## config.mk

```make
export PLATFORM = sky130hd
export DESIGN_NAME = gpu_fetch_unit
export DESIGN_NICKNAME = d
export VERILOG_FILES = /design/src/rtl/gpu_fetch_unit.sv
export SDC_FILE = /design/constraint.sdc
export NUM_CORES = 1
export LEC_CHECK = 0
export ABC_AREA = 0
export CORE_ASPECT_RATIO = 1.75
export CORE_MARGIN = 4
export CORE_UTILIZATION = 55
export CTS_BUF_LIST = sky130_fd_sc_hd__clkbuf_8
export DETAILED_ROUTE_END_ITERATION = 10
export PLACE_DENSITY = 0.95
export SLEW_MARGIN = 10
export SYNTH_ARGS = -nofsm -noshare
export SYNTH_HDL_FRONTEND = slang
export SYNTH_SLANG_ARGS = --single-unit
```

## constraint.sdc

```tcl
create_clock -name clk -period 4.4 [get_ports clk]
set_clock_uncertainty 0.05 [all_clocks]
set_input_delay 0.66 -clock clk [delete_from_list [all_inputs] [get_ports clk]]
set_output_delay 0.66 -clock clk [all_outputs]
set_load 0.03 [all_outputs]
```

## src/rtl/gpu_fetch_unit.sv

```systemverilog
// gpu_fetch_unit
// Instruction fetch stage: owns the PC, issues reads to a synchronous
// instruction memory (1-cycle read latency) and buffers returned words in a
// 2-entry skid buffer presented to decode with a valid/stall handshake.
// Handles start, branch redirect and halt.
//
// Ports:
//   clk, rst          core clock, synchronous active-high reset
//   start, start_pc   begin fetching at start_pc (honoured in IDLE/HALTED)
//   stall             decode cannot accept this cycle
//   redirect_valid/pc taken branch: flush buffer and refetch from redirect_pc
//   halt_req          decode accepted a HALT this cycle
//   imem_addr_out     IMEM read address (registered PC)
//   imem_rd_en        IMEM read issued this cycle (combinational credit check)
//   imem_data_in      IMEM read data, valid one cycle after imem_rd_en
//   instr_out/pc      buffer-head instruction and its fetch address
//   instr_valid       buffer head is valid
//   running           fetch FSM is in RUN
module gpu_fetch_unit #(
    parameter int unsigned PC_WIDTH    = 9,
    parameter int unsigned INSTR_WIDTH = 32
) (
    input  logic                   clk,
    input  logic                   rst,
    input  logic                   start,
    input  logic [PC_WIDTH-1:0]    start_pc,
    input  logic                   stall,
    input  logic                   redirect_valid,
    input  logic [PC_WIDTH-1:0]    redirect_pc,
    input  logic                   halt_req,
    output logic [PC_WIDTH-1:0]    imem_addr_out,
    output logic                   imem_rd_en,
    input  logic [INSTR_WIDTH-1:0] imem_data_in,
    output logic [INSTR_WIDTH-1:0] instr_out,
    output logic [PC_WIDTH-1:0]    instr_pc,
    output logic                   instr_valid,
    output logic                   running
);

    typedef enum logic [1:0] {
        S_IDLE   = 2'd0,
        S_RUN    = 2'd1,
        S_HALTED = 2'd2
    } state_t;

    typedef struct packed {
        logic [INSTR_WIDTH-1:0] instr;
        logic [PC_WIDTH-1:0]    pc;
    } entry_t;

    state_t              state;
    logic [PC_WIDTH-1:0] pc;
    logic [PC_WIDTH-1:0] tag_pc;     // address of the read currently in flight
    logic [1:0]          count;      // valid skid-buffer entries, 0..2
    logic                inflight;   // a read issued last cycle returns now
    entry_t              slot0;      // buffer head
    entry_t              slot1;

    logic                accept;
    logic                issue;
    logic [2:0]          occupancy;
    entry_t              resp;

    // Handshake and credit check: issue only if the word can be guaranteed a
    // slot once it returns, counting the head leaving this cycle as credit.
    always_comb begin
        accept    = (count != 2'd0) && !stall;
        occupancy = 3'(count) + 3'(inflight);
        issue     = (state == S_RUN) && !rst && !halt_req && !redirect_valid
                    && (occupancy < (3'd2 + 3'(accept)));
        resp      = '{instr: imem_data_in, pc: tag_pc};
    end

    // Fetch FSM, PC, in-flight tracking and skid buffer.
    always_ff @(posedge clk) begin
        if (rst) begin
            state    <= S_IDLE;
            pc       <= '0;
            tag_pc   <= '0;
            count    <= 2'd0;
            inflight <= 1'b0;
            slot0    <= '0;
            slot1    <= '0;
        end else begin
            case (state)
                S_IDLE, S_HALTED: begin
                    if (start) begin
                        state    <= S_RUN;
                        pc       <= start_pc;
                        count    <= 2'd0;
                        inflight <= 1'b0;
                    end
                end

                S_RUN: begin
                    if (halt_req) begin
                        // Drop buffered and returning words; no further reads.
                        state    <= S_HALTED;
                        count    <= 2'd0;
                        inflight <= 1'b0;
                    end else if (redirect_valid) begin
                        // Flush; the response arriving this cycle is not pushed
                        // and nothing is issued, so nothing stale remains.
                        pc       <= redirect_pc;
                        count    <= 2'd0;
                        inflight <= 1'b0;
                    end else begin
                        if (issue) begin
                            pc     <= pc + PC_WIDTH'(1);
                            tag_pc <= pc;
                        end
                        inflight <= issue;

                        // Push is the returning response, pop is the accept.
                        case ({inflight, accept})
                            2'b10: begin
                                if (count == 2'd0) begin
                                    slot0 <= resp;
                                end else begin
                                    slot1 <= resp;
                                end
                                count <= count + 2'd1;
                            end
                            2'b01: begin
                                slot0 <= slot1;
                                count <= count - 2'd1;
                            end
                            2'b11: begin
                                if (count == 2'd1) begin
                                    slot0 <= resp;
                                end else begin
                                    slot0 <= slot1;
                                    slot1 <= resp;
                                end
                            end
                            default: ;
                        endcase
                    end
                end

                default: state <= S_IDLE;
            endcase
        end
    end

    assign imem_addr_out = pc;
    assign imem_rd_en    = issue;
    assign instr_out     = slot0.instr;
    assign instr_pc      = slot0.pc;
    assign instr_valid   = (count != 2'd0);
    assign running       = (state == S_RUN);

endmodule

```

* Yosys cells after proc, flatten, opt, wreduce, memory -nomap -nowiden
Cells that the tools add are included.
Storage, ports and cells: bits in registers 105, memories 0, latch bits 0, bits in read-only memories 0, bits in writable memories 0, input bits 56, logic and storage cells 77
Operators by class: divide/modulo/power cells 0, reductions and logical operators 23, add/sub/neg operators 5, bitwise operators 2, shifts and indexed selects 0, $mul 0, eq/ne operators 14, mux-type cells 23, order comparisons 1
Operators with widths (count):
- $mux W41 | 4
- $pmux W41 S3 | 1
- $pmux W41 S2 | 1
- $mux W9 | 4
- $pmux W9 S2 | 1
- $ne A2 B2 Y1 const B | 6
- $pmux W2 S2 | 3
- $mux W2 | 5
- $add A9 B1 Y9 const B | 1
- $reduce_and A4 Y1 | 2
- $eq A2 B1 Y1 const B | 3
- $eq A2 B2 Y1 const B | 3
- $reduce_and A6 Y1 | 1
- $reduce_bool A2 Y1 | 3
- $logic_and A1 B1 Y1 | 5
- $ne A5 B3 Y1 const B | 1
- $reduce_and A5 Y1 | 1
- $logic_not A1 Y1 | 4
- $logic_not A2 Y1 | 2
- $reduce_and A2 Y1 | 2
- $add A2 B1 Y3 | 1
- $add A2 B1 Y3 const A | 1
- $lt A3 B3 Y1 | 1
- $mux W1 | 3
- 8 further kinds | 9

* Longest topological paths before layout
Gate-level depths: netlist (run 1).
word-level depth 9, gate-level depth with buffers 8

* Worst setup path after synthesis (run 1)
OpenSTA, ideal clock, no wires.
path type reg2out, from register count[0], to output imem_rd_en, slack 2082 ps, required time 3690 ps, stages on the path, launching flop included 7, arrival time 1608 ps, cell sequence dfxtp_1 > inv_1 > ha_1 > o31ai_4 > nand3_1 > buf_2 > inv_1
Between the ends: longest elaborated chain between the ends 5, elaborated cells on any way between the ends 6
RTL lines:
- start, declared | line 54 | logic [1:0] count;
- start signal, assigned | line 122 | count <= count + 2'd1;
- start signal, assigned | line 126 | count <= count - 2'd1;
- $reduce_bool A2 Y1 | line 67 | accept = (count != 2'd0) && !stall;
- $logic_and A1 B1 Y1 | line 67
- $add A2 B1 Y3 | line 70 | && (occupancy < (3'd2 + 3'(accept)));
- $lt A3 B3 Y1 * | line 70
- $logic_and A1 B1 Y1 * | line 70
- end, declared | line 32 | output logic imem_rd_en,
Mark *: on every way between the ends. The rest lies on a longest branch, timed or not.

* Worst setup path after layout (run 1)
from input redirect_valid, to output imem_rd_en
Between the ends: longest elaborated chain between the ends 3
RTL lines:
- start, declared | line 28 | input logic redirect_valid,
- $logic_not A1 Y1 | line 69 | issue = (state == S_RUN) && !rst && !halt_req && !redirect_valid
- $logic_and A1 B1 Y1 | line 69
- $logic_and A1 B1 Y1 | line 70
No other way between the ends.

==> results of run 1 <==
-- cell usage after synthesis (all sizes together), types with 2 or more instances --
cell type	n
clkbuf	21
xnor2	4
o21ai	7
nor3	2
dfxtp	105
a211oi	45
nand2	98
inv	7
ha	5
and3	3
or3	2
nor2	62
a311oi	3
a21oi	57
nand2b	3
o31ai	2
nand3	6
buf	18
mux2i	51
o211ai	7
and4	2
-- worst register-to-register path, cell delays in order (launching register included) --
cell,delay [ps]
dfxtp_1,390
nand2b_1,310
inv_2,350
nand3_2,160
nor2_4,600
buf_4,400
nor2_1,80
a211oi_1,230
-- cell usage in the layout (no fill, tap or decap), types with 7 or more instances in the layout --
cell type,n
a211oi_1,41
a21oi_1,57
buf_4,9
clkbuf_8,10
clkdlybuf4s50_1,107
dfxtp_1,105
mux2i_1,51
nand2_1,98
nor2_1,59
o211ai_1,7
-- layer usage --
layer	part of all wire, %	track usage, %
met1	40	25.2
met2	54	41.1
met3	3.7	2.52
met4	2.1	9.50
met5	0	0
-- logic make-up (layout without fill, tap and decap cells) --
kind of cell               Yosys count  in the layout  share of synthesized area, %
DFF                                105            105                          46.0
AOI/OAI and AO/OA                  127            127                          18.9
buffers and inverters               46            139                          4.82
xor gates and xnor gates             4              4                         0.767
adders and majority gates            5              5                          1.37
muxes                               51             51                          11.2
and+or+nand+nor                    183            183                          16.9
-- metrics by stage --
stage               worst slack (ps)  util, %
global route                    1010     73.2
global placement                1220     70.2
floorplan                       2080        -
finish                          1160     73.2
detailed placement              1160     70.2
CTS                             1160     73.2
-- flip-flops by register name (all words and copies together) (netlist names) --
signal         flops
slot1             41
instr_out         32
imem_addr_out      9
instr_pc           9
tag_pc             9
count              2
state              2
inflight           1
-- power by group through the flow --
stage | logic, mW | registers (mW) | clock network, mW
after global placement | 0.176 | 0.996 | 0
after CTS | 0.182 | 0.974 | 0.711
after floorplan | 0.0794 | 1.01 | 0
after detailed placement | 0.181 | 0.996 | 0
final | 0.182 | 0.975 | 0.702
after global routing | 0.196 | 0.978 | 0.751
-- worst min-delay path by stage --
| stage | from | endpoint | depth (start not counted) |
|---|---|---|---|
| 2_1_floorplan | slot1[0]$_SDFFE_PP0P_ | slot1[0]$_SDFFE_PP0P_ | 2 |
| 3_3_place_gp | slot1[0]$_SDFFE_PP0P_ | slot1[0]$_SDFFE_PP0P_ | 2 |
| 3_5_place_dp | slot1[27]$_SDFFE_PP0P_ | slot1[27]$_SDFFE_PP0P_ | 2 |
| 4_1_cts | slot1[27]$_SDFFE_PP0P_ | slot1[27]$_SDFFE_PP0P_ | 2 |
| 5_1_grt | slot1[19]$_SDFFE_PP0P_ | slot1[19]$_SDFFE_PP0P_ | 2 |
| 6_report | slot1[40]$_SDFFE_PP0P_ | slot1[40]$_SDFFE_PP0P_ | 2 |
-- final cells by class --
class	instances	area [um2]
clock buffer	10	138
clock inverter	6	106
fill	584	2150
inverter	7	26.3
multi-input combinational	370	2240
sequential	105	2100
tap	90	113
timing repair buffer	116	1140
==> results.toml, run 1 <==
[worst_setup_path]
setup.worst_path.end = "imem_rd_en"
worstRegToRegCells = 7
timing.critical_path.cells = "clkdlybuf4s50_1, buf_4, nor3_2, nand3_1, inv_1, clkdlybuf4s50_1"
timing.reg2reg.setup_slack_ps = 1740
crit_fanout = 15
timing.rr.start = "state[0]$_SDFFE_PP0P_"
worstReg2RegEnd = "instr_out[0]$_SDFFE_PP0P_"
worst_path_largest_cell_delay_ps = 670
path_buf_inv = 4
crit_cells = 6
endpoint_kind = "primary output"
slowest_stage = "clkdlybuf4s50_1"
cp-start-kind = "input port"
most_frequent_cell_on_the_critical_path = "clkdlybuf4s50_1"
criticalPathCategory = "input port to primary output"
critical_path_required_ps = 3690
critical_path_at_ps = 2530
path_delay_family = "buffers and inverters"
setup.worst_path.start = "redirect_valid"

[place]
buffer_ports.inserted = 108
place_congestion = 0.810
numPlacedInstances = 688
hpwl_um = 7540
dpl-instance-area_um2 = 5620

[cts]
clock-sinks = 105
holdBufCountCts = 0
postCtsSetupBuffers = 0
post_cts_resized = 0
insertion_delay_ps = 360
clkTransAtPathRegs_ps = 90
clock_path_buffers = 2
tritoncts_buffer_count = 9
tritoncts = "built"
cts_root_buffer = "clkbuf_8"
cts_htree_levels = 3

[outcome]
status = "finished, final reports clean"

[die]
fp.dieH_um = 129
initial_utilization_pct = 57.0
core_area_um2 = 8020
die_footprint_um2 = 9880
placementRows = 43
die_w_um = 76.9
ioPinCount = 109

[synth]
syn-cell-area_um2 = 4570
synth_ff_type = "dfxtp_1"
synth_register_bits = 105
synthesis.area_per_instance_um2 = 8.77
synth_top_cell_by_area = "dfxtp_1"
synth-warning-count = 0
synth-seq-area-share_pct = 46.0
synth-async-reset-ratio_pct = 0
top_area_cell_type_share_of_the_netlist_area_pct = 46.0
yosys-top-cells-area = "dfxtp_1 (46%), mux2i_1 (11%), nand2_1 (8.1%), a211oi_1 (6.7%), a21oi_1 (6.2%)"
synth_nets = 582
number_of_flops_mapped_to_enable_cells_by_yosys = 0
synthesis.instances = 521
count_of_different_cell_masters_after_synthesis = 45

[run]
drv_cap = 0

[layout]
layoutNonFillerInstCount = 704
num-nets-final = 670
area.growth.synth_to_final_pct = 28.5
fin_area_um2 = 5870
drive_gt1_share_pct = 6.35
insertedDiodeCount = 0

[sta]
maxSlewViolCount = 0
clock.fmax_mhz = 308
finalHoldViolations = 0
slew_headroom_pct = 29.5
tightestPinTransition_ps = 1060
fin_crit_sh_pct = 73.7
worst_hold_slack_ps = 409
report.final.setup_viol = 0
final.min_clock_period_ps = 3240
grt_setup_unrepaired = "false"
setup_total_negative_slack_ps = 0

[power]
vdd.ir_drop.worst_v = 0.000195
total_power_mw = 1.86
clock_power_share_pct = 37.8
power.share.switching_pct = 22.6
p_switching_mw = 0.421
power-per-cell-area_nw_per_um2 = 317
power.sequential.fraction_pct = 52.4
cellLeakagePower_nw = 1.95
share_comb_of_total_power_pct = 9.8
p_int_mw = 1.44

[routing]
totalWireLength_um = 10800
postRouteAntennaNets = 0
post_drt_wl_per_cell_um = 15.3
via_per_inst = 5.69
routed-via-count = 4003
detail_route.drc_violations = 0
first_iter_violations = 234
drt-pass1-iter-count = 4

[worst_hold_path]
hp_class = "flop to flop"

[global_routing]
grt_pass1_wl_um = 18000
grt_use_total_pct = 22.1
overflow = 0
antenna_found_initial = 0
grt_max_degree = 106
grt_pass1_vias = 3917
No activity file was read; power rests on OpenSTA's default activity.
==> run 2, diff against run 1 <==
- CORE_UTILIZATION: 55 -> 51
- PLACE_DENSITY: 0.95 -> 0.92
- clock period: 4.4 -> 3.4 ns (I/O delays scaled with it)
==> run 2 against run 1 <==
Sequential cell count is the same; critical path depth down 2; highest routed layer unchanged; hold slack got worse by 2.1 ps; count of clock-buffer cells in the layout did not move; largest power group unchanged.
==> results.toml, run 2 (synthesis gave the netlist of run 1 again) <==
[routing]
routed-via-count = 3964
totalWireLength_um = 10700
postRouteAntennaNets = 0
first_iter_violations = 213
via_per_inst = 5.43
post_drt_wl_per_cell_um = 14.7
highest_layer = "met4"
detail_route.drc_violations = 0
route.met2.wl_um = 5760
met3_length_um = 583
wirelength_met1_um = 4160
drt-pass1-iter-count = 4

[sta]
final.min_clock_period_ps = 2560
fin_crit_sh_pct = 75.1
slew_headroom_pct = 28.0
tightestPinTransition_ps = 1080
finalHoldViolations = 0
worst_hold_slack_ps = 407
clock.fmax_mhz = 391
report.final.setup_viol = 0
maxSlewViolCount = 0
grt_setup_unrepaired = "false"
setup_total_negative_slack_ps = 0

[power]
share_comb_of_total_power_pct = 11.0
cellLeakagePower_nw = 1.92
p_int_mw = 1.63
p_switching_mw = 0.531
clock_power_share_pct = 30.7
power-per-cell-area_nw_per_um2 = 370
vdd.ir_drop.worst_v = 0.000270
power.share.switching_pct = 24.5
power.sequential.fraction_pct = 58.3

[cts]
cts_root_buffer = "clkbuf_8"
clock_path_buffers = 2
insertion_delay_ps = 360
post_cts_resized = 0
holdBufCountCts = 0
cts_htree_levels = 3
postCtsSetupBuffers = 0
tritoncts_buffer_count = 9
tritoncts = "built"
clkTransAtPathRegs_ps = 90
clock-sinks = 105

[place]
buffer_ports.inserted = 108
hpwl_um = 7600
place_congestion = 0.853
numPlacedInstances = 715

[worst_hold_path]
hp_class = "flop to flop"

[global_routing]
grt_max_degree = 106
grt_pass1_vias = 3973
overflow = 0
antenna_found_initial = 0
grt_pass1_wl_um = 17800
grt_use_total_pct = 20.8

[die]
placementRows = 45
die_footprint_um2 = 10600
initial_utilization_pct = 52.3
core_area_um2 = 8730
die_w_um = 79.5
fp.dieH_um = 133
ioPinCount = 109

[run]
drv_cap = 0

[layout]
layout_commonest_cell = "clkdlybuf4s50_1"
layoutNonFillerInstCount = 730
largest_register_ffs = 41
insertedDiodeCount = 0
utilization_pct = 67.0
drive_gt1_share_pct = 6.20
area.growth.synth_to_final_pct = 27.9
num-nets-final = 670
max_flop_register = "slot1"
most-common-layout-cells = "clkdlybuf4s50_1 (106), dfxtp_1 (105), nand2_1 (98)"

[worst_setup_path]
critical_path_required_ps = 2840
endpoint_kind = "primary output"
crit_fanout = 6
criticalPathCategory = "flop to primary output"
critical_path_at_ps = 2000
timing.reg2reg.setup_slack_ps = 1240
cp-start-kind = "flop"

[outcome]
status = "finished, final reports clean"
## run 2: cell types whose count changed in the layout (fill, tap and decap cells not counted)
cell | before | now
buf_12 | 0 | 2
buf_4 | 9 | 8
inv_1 | 6 | 7
clkinv_2 | 1 | 2
bufinv_16 | 3 | 0
clkdlybuf4s50_1 | 107 | 106
## run 2: final cells by class
class,instances,area [um2]
fillers,698,2880
multi-input cells,370,2240
flip-flops and latches,105,2100
repair buffers,116,1160
well taps,117,146
clock buffers,10,138
inverters,7,26.3
clock inverters,5,25.0
## run 2: worst max-delay path, cell delays in order (launching register included)
cell and delay (ps):
dfxtp_1 420, inv_1 60, ha_1 320, inv_1 150
clkdlybuf4s50_1 690
## run 2: worst paths after layout
path,from,endpoint,depth (start not counted)
hold reg to reg,slot1[0]$_SDFFE_PP0P_,slot1[0]$_SDFFE_PP0P_,2
setup / recovery,count[0]$_SDFFE_PP0P_,instr_valid,4
hold / removal,slot1[0]$_SDFFE_PP0P_,slot1[0]$_SDFFE_PP0P_,2
setup reg to reg,count[0]$_SDFFE_PP0P_,imem_addr_out[3]$_SDFFE_PP0P_,7
## run 2: stage by stage
step,setup WS [ps],power [mW],area (um2)
global placement,971,1.52,5680
finish,845,2.16,5840
detailed placement,883,1.53,5680
floorplan,1230,1.41,4570
CTS,826,2.18,5840
global route,720,2.25,5840
## run 2: routing by layer
metal	vias to the layer above	track usage (%)
li1	1994	-
met1	1848	22.2
met2	104	38.2
met3	18	4.87
met4	0	8.41
met5	-	0
## run 2: power by group through the flow
stage	Clock [mW]	Combinational [mW]	Sequential, mW
2_1_floorplan	0	0.103	1.31
3_3_place_gp	0	0.230	1.29
3_5_place_dp	0	0.237	1.29
4_1_cts	0.683	0.238	1.26
5_1_grt	0.733	0.256	1.26
6_report	0.665	0.238	1.26
